`src/rtl/cursor_ctrl.sv`:
```
// cursor_ctrl: converts debounced push-button levels into a wrapped two-axis
// BCD cursor position for the life grid editor.
// position = {y_ones, y_tens, x_ones, x_tens}; moved pulses the cycle after a step.
// Optional feature macro: CURSOR_AUTOREPEAT_EN (auto-repeat while a button is held).
module cursor_ctrl #(
  parameter int          X_MAX        = 23,
  parameter int          Y_MAX        = 31,
  parameter int unsigned REPEAT_DELAY = 25_000_000,
  parameter int unsigned REPEAT_RATE  = 5_000_000
) (
  input  logic        clk,
  input  logic        rst_n,
  input  logic [3:0]  btn,
  output logic [15:0] position,
  output logic        moved
);

  // Maximum values split into {tens, ones} BCD digits.
  localparam logic [7:0] X_MAX_BCD = {4'(X_MAX / 10), 4'(X_MAX % 10)};
  localparam logic [7:0] Y_MAX_BCD = {4'(Y_MAX / 10), 4'(Y_MAX % 10)};

  // Parameter sanity: two BCD digits per axis, and a repeat period that fits
  // inside the initial delay so the counter reload value is non-negative.
  if (X_MAX < 0 || X_MAX > 99 || Y_MAX < 0 || Y_MAX > 99) begin : g_bad_max
    $error("cursor_ctrl: X_MAX/Y_MAX must be within 0..99");
  end
  if (REPEAT_RATE == 0 || REPEAT_RATE > REPEAT_DELAY) begin : g_bad_repeat
    $error("cursor_ctrl: REPEAT_RATE must be in 1..REPEAT_DELAY");
  end

  // Two-digit BCD increment with wrap from max back to 00.
  function automatic logic [7:0] bcd_up(input logic [7:0] v, input logic [7:0] maxv);
    if (v == maxv)
      return 8'h00;
    else if (v[3:0] == 4'd9)
      return {v[7:4] + 4'd1, 4'd0};
    else
      return {v[7:4], v[3:0] + 4'd1};
  endfunction

  // Two-digit BCD decrement with wrap from 00 to max.
  function automatic logic [7:0] bcd_down(input logic [7:0] v, input logic [7:0] maxv);
    if (v == 8'h00)
      return maxv;
    else if (v[3:0] == 4'd0)
      return {v[7:4] - 4'd1, 4'd9};
    else
      return {v[7:4], v[3:0] - 4'd1};
  endfunction

  logic [3:0] btn_q;
  logic [7:0] x_bcd;     // {tens, ones}
  logic [7:0] y_bcd;     // {tens, ones}
  logic       step_p0;   // a step happened on the previous edge

  logic [3:0] press_ev;
  logic [3:0] step_req;
  logic       x_up, x_dn, y_up, y_dn;
  logic [7:0] x_next, y_next;

`ifdef CURSOR_AUTOREPEAT_EN
  logic [31:0] hold_cnt;
  logic        hold_clr;
  logic        repeat_hit;

  // Hold counter restarts on any change of the button pattern or when idle.
  always_comb begin
    hold_clr   = (btn != btn_q) || (btn == 4'd0);
    repeat_hit = !hold_clr && ((hold_cnt + 32'd1) == REPEAT_DELAY);
  end

  // Hold counter: reaching REPEAT_DELAY fires a repeat and rewinds by one period.
  always_ff @(posedge clk or negedge rst_n) begin
    if (!rst_n)
      hold_cnt <= 32'd0;
    else if (hold_clr)
      hold_cnt <= 32'd0;
    else if (repeat_hit)
      hold_cnt <= REPEAT_DELAY - REPEAT_RATE;
    else
      hold_cnt <= hold_cnt + 32'd1;
  end
`else
  logic repeat_hit;

  // Edge-only build: holding a button never generates further steps.
  always_comb begin
    repeat_hit = 1'b0;
  end
`endif

  // Step request decode; an opposing pair on one axis cancels.
  always_comb begin
    press_ev = btn & ~btn_q;
    step_req = press_ev | (repeat_hit ? btn : 4'd0);
    x_up     = step_req[0] & ~step_req[1];
    x_dn     = step_req[1] & ~step_req[0];
    y_up     = step_req[2] & ~step_req[3];
    y_dn     = step_req[3] & ~step_req[2];
    x_next   = x_bcd;
    y_next   = y_bcd;
    if (x_up)
      x_next = bcd_up(x_bcd, X_MAX_BCD);
    else if (x_dn)
      x_next = bcd_down(x_bcd, X_MAX_BCD);
    if (y_up)
      y_next = bcd_up(y_bcd, Y_MAX_BCD);
    else if (y_dn)
      y_next = bcd_down(y_bcd, Y_MAX_BCD);
  end

  // Stage p0: button history, cursor position and step flag.
  always_ff @(posedge clk or negedge rst_n) begin
    if (!rst_n) begin
      btn_q   <= 4'd0;
      x_bcd   <= 8'h00;
      y_bcd   <= 8'h00;
      step_p0 <= 1'b0;
    end else begin
      btn_q   <= btn;
      x_bcd   <= x_next;
      y_bcd   <= y_next;
      step_p0 <= x_up | x_dn | y_up | y_dn;
    end
  end

  // Stage p1: moved pulse lands in the cycle after the position change.
  always_ff @(posedge clk or negedge rst_n) begin
    if (!rst_n)
      moved <= 1'b0;
    else
      moved <= step_p0;
  end

  // Output digit order is {y_ones, y_tens, x_ones, x_tens}.
  always_comb begin
    position = {y_bcd[3:0], y_bcd[7:4], x_bcd[3:0], x_bcd[7:4]};
  end

endmodule

```
`config.mk`:
```
export PLATFORM = sky130hd
export DESIGN_NAME = cursor_ctrl
export DESIGN_NICKNAME = d
export VERILOG_FILES = /design/src/rtl/cursor_ctrl.sv
export SDC_FILE = /design/constraint.sdc
export NUM_CORES = 1
export LEC_CHECK = 0
export ABC_AREA = 1
export ABC_CLOCK_PERIOD_IN_PS = 1450
export CORE_MARGIN = 10
export CORE_UTILIZATION = 45
export DETAILED_ROUTE_END_ITERATION = 8
export PLACE_DENSITY = 0.74
export SYNTH_ARGS = -nofsm -noshare
export SYNTH_HDL_FRONTEND = slang
export SYNTH_SLANG_ARGS = --single-unit
```
`constraint.sdc`:
```
create_clock -name clk -period 1.45 [get_ports clk]
set_input_delay 0.2175 -clock clk [delete_from_list [all_inputs] [get_ports clk]]
set_output_delay 0.2175 -clock clk [all_outputs]
set_load 0.02 [all_outputs]
```
# Word level (Yosys, flattened, before mapping)
# Index checks and enable logic that the tools add are counted.
[classes] bitwise_logic=13 mux=12 reduce_logical=10 eq_ne=6 n_addsub=8
[ops] cell="2-to-1 mux 8 bit" n=12
[ops] cell="adder 4 x 1 -> 4 bit (second input constant)" n=4
[ops] cell="== test 8 x 6 -> 1 bit (second input constant)" n=2
[ops] cell="logical NOT 8 bit" n=2
[ops] cell="subtractor 4 x 1 -> 4 bit (second input constant)" n=4
[ops] cell="== test 4 bit (second input constant)" n=2
[ops] cell="logical NOT 4 bit" n=2
[ops] cell="inequality test 3 x 1 -> 1 bit (second input constant)" n=2
[ops] cell="AND reduction 3 bit" n=2
[ops] cell="nonzero test 3 bit" n=2
[ops] cell="bitwise AND 1 bit" n=4
[ops] cell="bitwise AND 4 bit" n=1
[ops] cell="inverter 1 bit" n=4
[ops] cell="inverter 4 bit" n=1
[ops] cell="nonzero test 2 bit" n=2
[ops] cell="OR 1 bit" n=3
[totals] in_bits=6 wordCells=56 output_inout_bits=17 regBits=22

# Logic depth before layout (Yosys ltp)
# Gate-level depths: netlist of run 1.
[logic_depth] word_depth=7 ltp_mapped=11

# Worst setup path before layout of run 1
# No wires, ideal clock.
[synth_timing] path_type="flip-flop to flip-flop" from="reg y_bcd[1]" to="reg y_bcd[7]" path_buffers=0 arrival_time_ns=1.392 period_less_slack_ns=1.508 t_required_ns=1.333 stages_incl_launch_ff=10 setup_slack_ns=-0.058 path_cell_list="dfrtp_1 -> inv_1 -> ha_1 -> nand2_1 -> nand3b_1 -> nand3_2 -> nand2_4 -> clkinv_4 -> nand2_1 -> nand2_1"
[synth_via] elab_chain_len=4 word_cells_on_any_way=11 classes_between="eq/ne (3); mux (4); reduce/logical (4)"
[synth_lines] item="start, declared" line="53" text="logic [7:0] y_bcd;"
[synth_lines] item="start signal, assigned" line="122" text="y_bcd <= y_next;"
[synth_lines] item="parallel branches: the longest is 4 deep, another holds == test 8 x 6 -> 1 bit"
# Parallel ways; which one is timed is not known. The select of a mux whose other input is x is not followed.
# A chain may end at the register's enable or synchronous reset.

# Final worst setup path of run 1
[layout_timing] from="reg x_bcd[1]" to="out position[5]"
[layout_rtl] item="start, declared" line="52" text="logic [7:0] x_bcd;"
[layout_rtl] item="start signal, assigned" line="121" text="x_bcd <= x_next;"
[layout_rtl] item="end, declared" line="14" text="output logic [15:0] position,"
# No word-level cell between the ends.

==> flow_metrics.env, run 1 <==
export IMPL_avgRoutedWirePerCell_um=12.2
export IMPL_ys_types=25
export IMPL_grt_pass1_vias=1474
export IMPL_synth_top_cells_by_count="nand2_1, inv_1, dfrtp_1, nand3_1"
export IMPL_critical_path_cell_chain="buf_4 > dlygate4sd2_1"
export IMPL_initial_core_util_pct=46.9
export IMPL_min_period_over_period_pct=96.5
export IMPL_drive_above_1_share_pct=32.5
export IMPL_crit_required_ns=1.23
export IMPL_synthArstFlopShare_pct=100
export IMPL_cellPowerDensity_mw_per_mm2=1560
export IMPL_die_x_um=82.3
export IMPL_status="completed"
export IMPL_post_dp_hpwl_um=3030
export IMPL_timing_critical_path_from="x_bcd[1]"
export IMPL_synthMostInstantiatedCell="nand2_1"
export IMPL_port_buffers=22
export IMPL_pin_count=23
export IMPL_clock_sinks=22
export IMPL_post_synth_inst_count=241
export IMPL_multi_input_area_mm2=0.00120
export IMPL_r2r_start="y_bcd[0]"
export IMPL_antenna_found_initial=0
export IMPL_finalInstanceArea_mm2=0.00249
export IMPL_worst_pin_slew_ns=0.282
export IMPL_cp_max_fo=4
export IMPL_gr_usage_all_layers_pct=11.5
export IMPL_p_sw_w=0.00183
export IMPL_fin_crit_ns=1.40
export IMPL_grt_pass1_wl_um=6350
export IMPL_fin_worst_skew_ns=0.00852
export IMPL_postRouteAntennaNets=0
export IMPL_hold_buffers=0
export IMPL_ys_seq_area_share_pct=31.6
export IMPL_cts_buffers=3
export IMPL_pwr_share_comb_pct=64.0
export IMPL_hold_slack_ns=0.0974
export IMPL_seq_area_um2=557
export IMPL_syn_nets=264
export IMPL_vias_per_cell=4.90
export IMPL_clkLatencyLatePin_ns=0.26
export IMPL_dieArea_mm2=0.00677
export IMPL_criticalPathCategory="register to output pin"
export IMPL_firstDrtPassIters=4
export IMPL_switching_share_pct=47.2
export IMPL_drv_cap=0
export IMPL_p_leak_nw=1.28
export IMPL_grt_ovfl_total=0
export IMPL_p_int_w=0.00205
export IMPL_cts_tree="yes"
export IMPL_max_slew_margin_rel_pct=81.2
export IMPL_diodes=0
export IMPL_die_y_um=82.3
export IMPL_grt_setup_unrepaired="true"
export IMPL_peakVddDrop_mv=1.04
export IMPL_grt_max_degree=23
export IMPL_synth_edf_count=0
export IMPL_seqPwrFrac_pct=26.3
export IMPL_finalSetupTns_ns=0
export IMPL_layout_nets=319
export IMPL_fill_cells=303
export IMPL_max_freq_mhz=715
export IMPL_max_stage_delay_ns=0.45
export IMPL_rows=22
export IMPL_cts_root_buf="clkbuf_8"
export IMPL_hold_class="primary input to register"
export IMPL_crit_path_end_kind="output pin"
export IMPL_first_iter_violations=96
export IMPL_wl_um=4200
export IMPL_synth_area_mm2=0.00174
export IMPL_ys_warn_count=0
export IMPL_clockBufferDepth=2
export IMPL_min_from="btn[3]"
export IMPL_cts_max_level=1
export IMPL_hold_viol=0
export IMPL_start_kind="register"
export IMPL_syn2layout_area_growth_pct=42.7
export IMPL_p_clk_share_pct=9.7
export IMPL_drcViolationCount=0
export IMPL_synth_top_area_share_pct=31.6
export IMPL_place_gp_congestion=0.834
export IMPL_clkTransAtPathRegs_ns=0.08
export IMPL_synth_seq_cells=22
export IMPL_synth_top_cell_by_area="dfrtp_1"
export IMPL_num_vias=1680
export IMPL_setup_viol=0
export IMPL_cp_slowest_cell="dfrtp_1"
export IMPL_drv_slew=0
export IMPL_core_mm2=0.00372
export IMPL_postSynthAreaPerCell_um2=7.24
export IMPL_placed_cell_area_mm2=0.00219
export IMPL_worstPathArrival_ns=1.18
export IMPL_ys_flop_type="dfrtp_1"
export IMPL_synth_area_leaders="dfrtp_1, nand2_1, ha_1, inv_1, nand3_1"
cell families after synthesis:
| logic type | Yosys count | share of synthesized area (%) |
|---|---|---|
| buffers and inverters | 42 | 11.0 |
| AND/OR/NAND/NOR | 132 | 35.2 |
| adder cells (fa/ha/maj) | 17 | 12.2 |
| flip-flops | 22 | 31.6 |
| AO/OA/AOI/OAI | 20 | 6.03 |
| XOR/XNOR | 8 | 4.02 |
state kept, by name, indices dropped and copies added, names as in the netlist:
| name | count |
|---|---|
| btn_q | 4 |
| step_p0 | 1 |
| x_bcd | 8 |
| y_bcd | 8 |
| moved | 1 |
power by group through the flow:
stage	combinational [W]	clock [W]	sequential, W
after floorplan	0.00119	0	0.00119
after global placement	0.00220	0	0.00101
after detailed placement	0.00223	0	0.00100
after CTS	0.00220	0.000385	0.000996
after global routing	0.00275	0.000423	0.00106
final	0.00248	0.000379	0.00102
cell usage in the layout, fill, tap and decap left out, drive strengths merged:
cell and instances:
nand3b 1, dlygate4sd2 16, dlymetal6s2s 4, nand4 12, nor2 23, xnor2 1, dfrtp 22, a21oi 9
buf 34, clkdlybuf4s50 2, nand3 22, inv 35, clkbuf 4, o21ai 10, clkinv 1, ha 17
xor2 7, o22ai 1, nand2 74
stage by stage:
stage	util, %	std cells	total power (W)	setup WS (ns)
floorplan	-	241	0.00238	0.0214
global placement	59.0	332	0.00321	-0.324
detailed placement	59.0	332	0.00323	-0.396
CTS	61.4	336	0.00358	0.000634
global route	67.0	343	0.00423	-0.0441
finish	67.0	343	0.00388	0.0506
layout make-up:
class | count | area share (%)
multi-input cells | 177 | 48.1
flip-flops and latches | 22 | 22.4
repair buffers | 56 | 19.4
inverters | 36 | 5.93
well taps | 48 | 2.41
clock buffers | 4 | 1.81
per-layer routing:
metal	GRT usage, %	part of all wire (%)	wire [um]
met5	0	0	0
met1	14.7	45	1880
met3	2.05	3.3	138
met4	3.74	1.2	51
met2	19.1	51	2130
critical path: cells and delay by family, from the launching register on:
family,cells,cell delay (ns)
buffers and inverters,2,0.48
DFF,1,0.45
what timing repair did:
action | CTS | global route
resized for setup | 32 | 47
endpoints found under the setup margin | 28 | 18
buffers inserted | 0 | 7
pin swaps | 3 | 17
worst paths after layout:
| path | slack [ns] | endpoint | depth (start not counted) |
|---|---|---|---|
| hold reg to reg | 0.35 | moved | 0 |
| max in group asynchronous | 0.90 | y_bcd[5] | 2 |
| min in group asynchronous | 0.30 | btn_q[2] | 2 |
| setup reg to reg | 0.06 | y_bcd[7] | 8 |
| hold / removal | 0.1 | btn_q[3] | 1 |
| setup / recovery | 0.05 | position[5] | 2 |
Note: power is estimated with default switching activity, not from simulation.
==> run 2, diff against run 1 <==
--- a/config.mk
+++ b/config.mk
@@ -10,7 +10,7 @@
 export CORE_MARGIN = 10
 export CORE_UTILIZATION = 45
 export DETAILED_ROUTE_END_ITERATION = 8
-export PLACE_DENSITY = 0.74
+export PLACE_DENSITY_LB_ADDON = 0.25
 export SYNTH_ARGS = -nofsm -noshare
 export SYNTH_HDL_FRONTEND = slang
 export SYNTH_SLANG_ARGS = --single-unit
==> run 2 against run 1 <==
Compared with the run above:
- clock power increased by 13%
- critical path depth unchanged
- utilization about the same
- via count decreased by 0.83%
- final area about the same
- clock-buffer cell count unchanged
- global-route usage increased by 0.80 points
- first-iteration DRC count increased by 6.3%
- clock skew increased by 0.00087 ns
- non-clock buffer count decreased by 3
- sequential cell count unchanged
- final cell count decreased by 0.87%
- largest power group unchanged
==> flow_metrics.env, run 2 (synthesis results as in run 1) <==
export IMPL_vias_per_cell=4.90
export IMPL_start_kind="register"
export IMPL_cts_max_level=1
export IMPL_cellPowerDensity_mw_per_mm2=1550
export IMPL_initial_core_util_pct=46.9
export IMPL_die_x_um=82.3
export IMPL_criticalPathCategory="register to output pin"
export IMPL_layout_commonest_cell="nand2_1"
export IMPL_worstPathArrival_ns=1.18
export IMPL_first_iter_violations=102
export IMPL_grt_pass1_wl_um=6810
export IMPL_cp_max_fo=5
export IMPL_p_leak_nw=1.26
export IMPL_grt_max_degree=23
export IMPL_max_slew_margin_rel_pct=81.1
export IMPL_biggestRegsByFlops="x_bcd (8), y_bcd (8), btn_q (4)"
export IMPL_drv_slew=0
export IMPL_max_freq_mhz=718
export IMPL_hold_viol=0
export IMPL_clock_sinks=22
export IMPL_peakVddDrop_mv=0.945
export IMPL_pre_cts_ws_ns=-0.431
export IMPL_postRouteAntennaNets=0
export IMPL_clkTransAtPathRegs_ns=0.07
export IMPL_syn2layout_area_growth_pct=42.6
export IMPL_worst_pin_slew_ns=0.283
export IMPL_clockBufferDepth=2
export IMPL_pin_count=23
export IMPL_drcViolationCount=0
export IMPL_cts_buffers=3
export IMPL_layout_nets=316
export IMPL_min_period_over_period_pct=96.1
export IMPL_fin_worst_skew_ns=0.00938
export IMPL_gr_usage_all_layers_pct=12.3
export IMPL_crit_required_ns=1.23
export IMPL_hold_class="primary input to register"
export IMPL_cts_tree="yes"
export IMPL_finalWorstSetupSlack_ns=0.0567
export IMPL_rows=22
export IMPL_clkLatencyLatePin_ns=0.26
export IMPL_grt_setup_unrepaired="true"
export IMPL_final_cell_mix="nand2_1, buf_4, inv_1, dlygate4sd2_1"
export IMPL_avgRoutedWirePerCell_um=11.9
export IMPL_fin_crit_ns=1.39
export IMPL_diodes=0
export IMPL_wl_um=4040
export IMPL_drive_above_1_share_pct=33.6
export IMPL_drv_cap=0
export IMPL_hold_buffers=0
export IMPL_cts_root_buf="clkbuf_8"
export IMPL_place_gp_congestion=0.884
export IMPL_core_mm2=0.00372
export IMPL_post_dp_hpwl_um=3070
export IMPL_grt_pass1_vias=1576
export IMPL_setup_viol=0
export IMPL_finish_utilization_pct=66.9
export IMPL_grt_ovfl_total=0
export IMPL_firstDrtPassIters=4
export IMPL_crit_path_end_kind="output pin"
export IMPL_dieArea_mm2=0.00677
export IMPL_die_y_um=82.3
export IMPL_port_buffers=22
export IMPL_antenna_found_initial=0
export IMPL_num_vias=1666
export IMPL_status="completed"
[run 2: cell count changes in the layout (fill, tap and decap cells not counted), moves of 2 or more]
| cell | change |
|---|---|
| buf_4 | -4 |
| ha_1 | -2 |
| buf_6 | +2 |
| ha_4 | +2 |
| dfrtp_2 | +2 |
| inv_2 | +3 |
| inv_1 | -2 |
| dfrtp_1 | -2 |
[run 2: critical path, stage by stage, from the launching register on]
cell and delay (ns):
dfrtp_2 0.45, buf_4 0.16, dlygate4sd2_1 0.32
[run 2: what timing repair did]
| action | 4_1_cts | 5_1_grt |
|---|---|---|
| pin swaps | 7 | 18 |
| endpoints found under the setup margin | 30 | 17 |
| buffers inserted | 0 | 1 |
| resized for setup | 35 | 54 |
[run 2: final cells by class]
type                    count  area [um^2]
fillers                   326         1230
multi-input cells         177         1210
flip-flops and latches     22          559
repair buffers             53          453
inverters                  36          145
well taps                  48         60.1
clock buffers               4         55.1
[run 2: path summary, 6_finish.rpt]
check                      slack, ns            to  depth (start not counted)  startpoint
setup / recovery                0.06  position[12]                          2    y_bcd[0]
hold / removal                  0.10      btn_q[0]                          1      btn[0]
setup reg to reg                0.06      y_bcd[5]                         10    btn_q[3]
hold reg to reg                 0.36         moved                          0     step_p0
max in group asynchronous       0.90      y_bcd[1]                          2       rst_n
min in group asynchronous       0.30      x_bcd[4]                          2       rst_n
[run 2: through the flow]
step,TNS [ns],cells,instance area [um^2],total power (W),hold WS (ns)
after floorplan,0,241,1750,0.00238,-0.0781
after global placement,-4.97,335,2200,0.00321,0.339
after detailed placement,-5.41,335,2200,0.00323,0.348
after CTS,0,339,2300,0.00360,0.198
after global routing,-0.283,340,2490,0.00423,0.0969
final,0,340,2490,0.00386,0.101
[run 2: routing by layer]
metal	routed length [um]	global-route usage (%)	vias to the layer above	share of wire (%)
met1	1820	15.5	757	45
met4	41	3.06	0	1.0
met3	239	3.13	4	5.9
li1	-	-	863	-
met2	1940	20.5	42	48
met5	0	0	-	0
[run 2: power breakdown]
group	leakage, nW	internal, W	total (W)	switching (W)
Sequential	0.265	0.000791	0.00109	0.000298
Combinational	0.968	0.000995	0.00235	0.00135
Clock	0.0288	0.000242	0.000428	0.000187
Total	1.26	0.00203	0.00386	0.00184
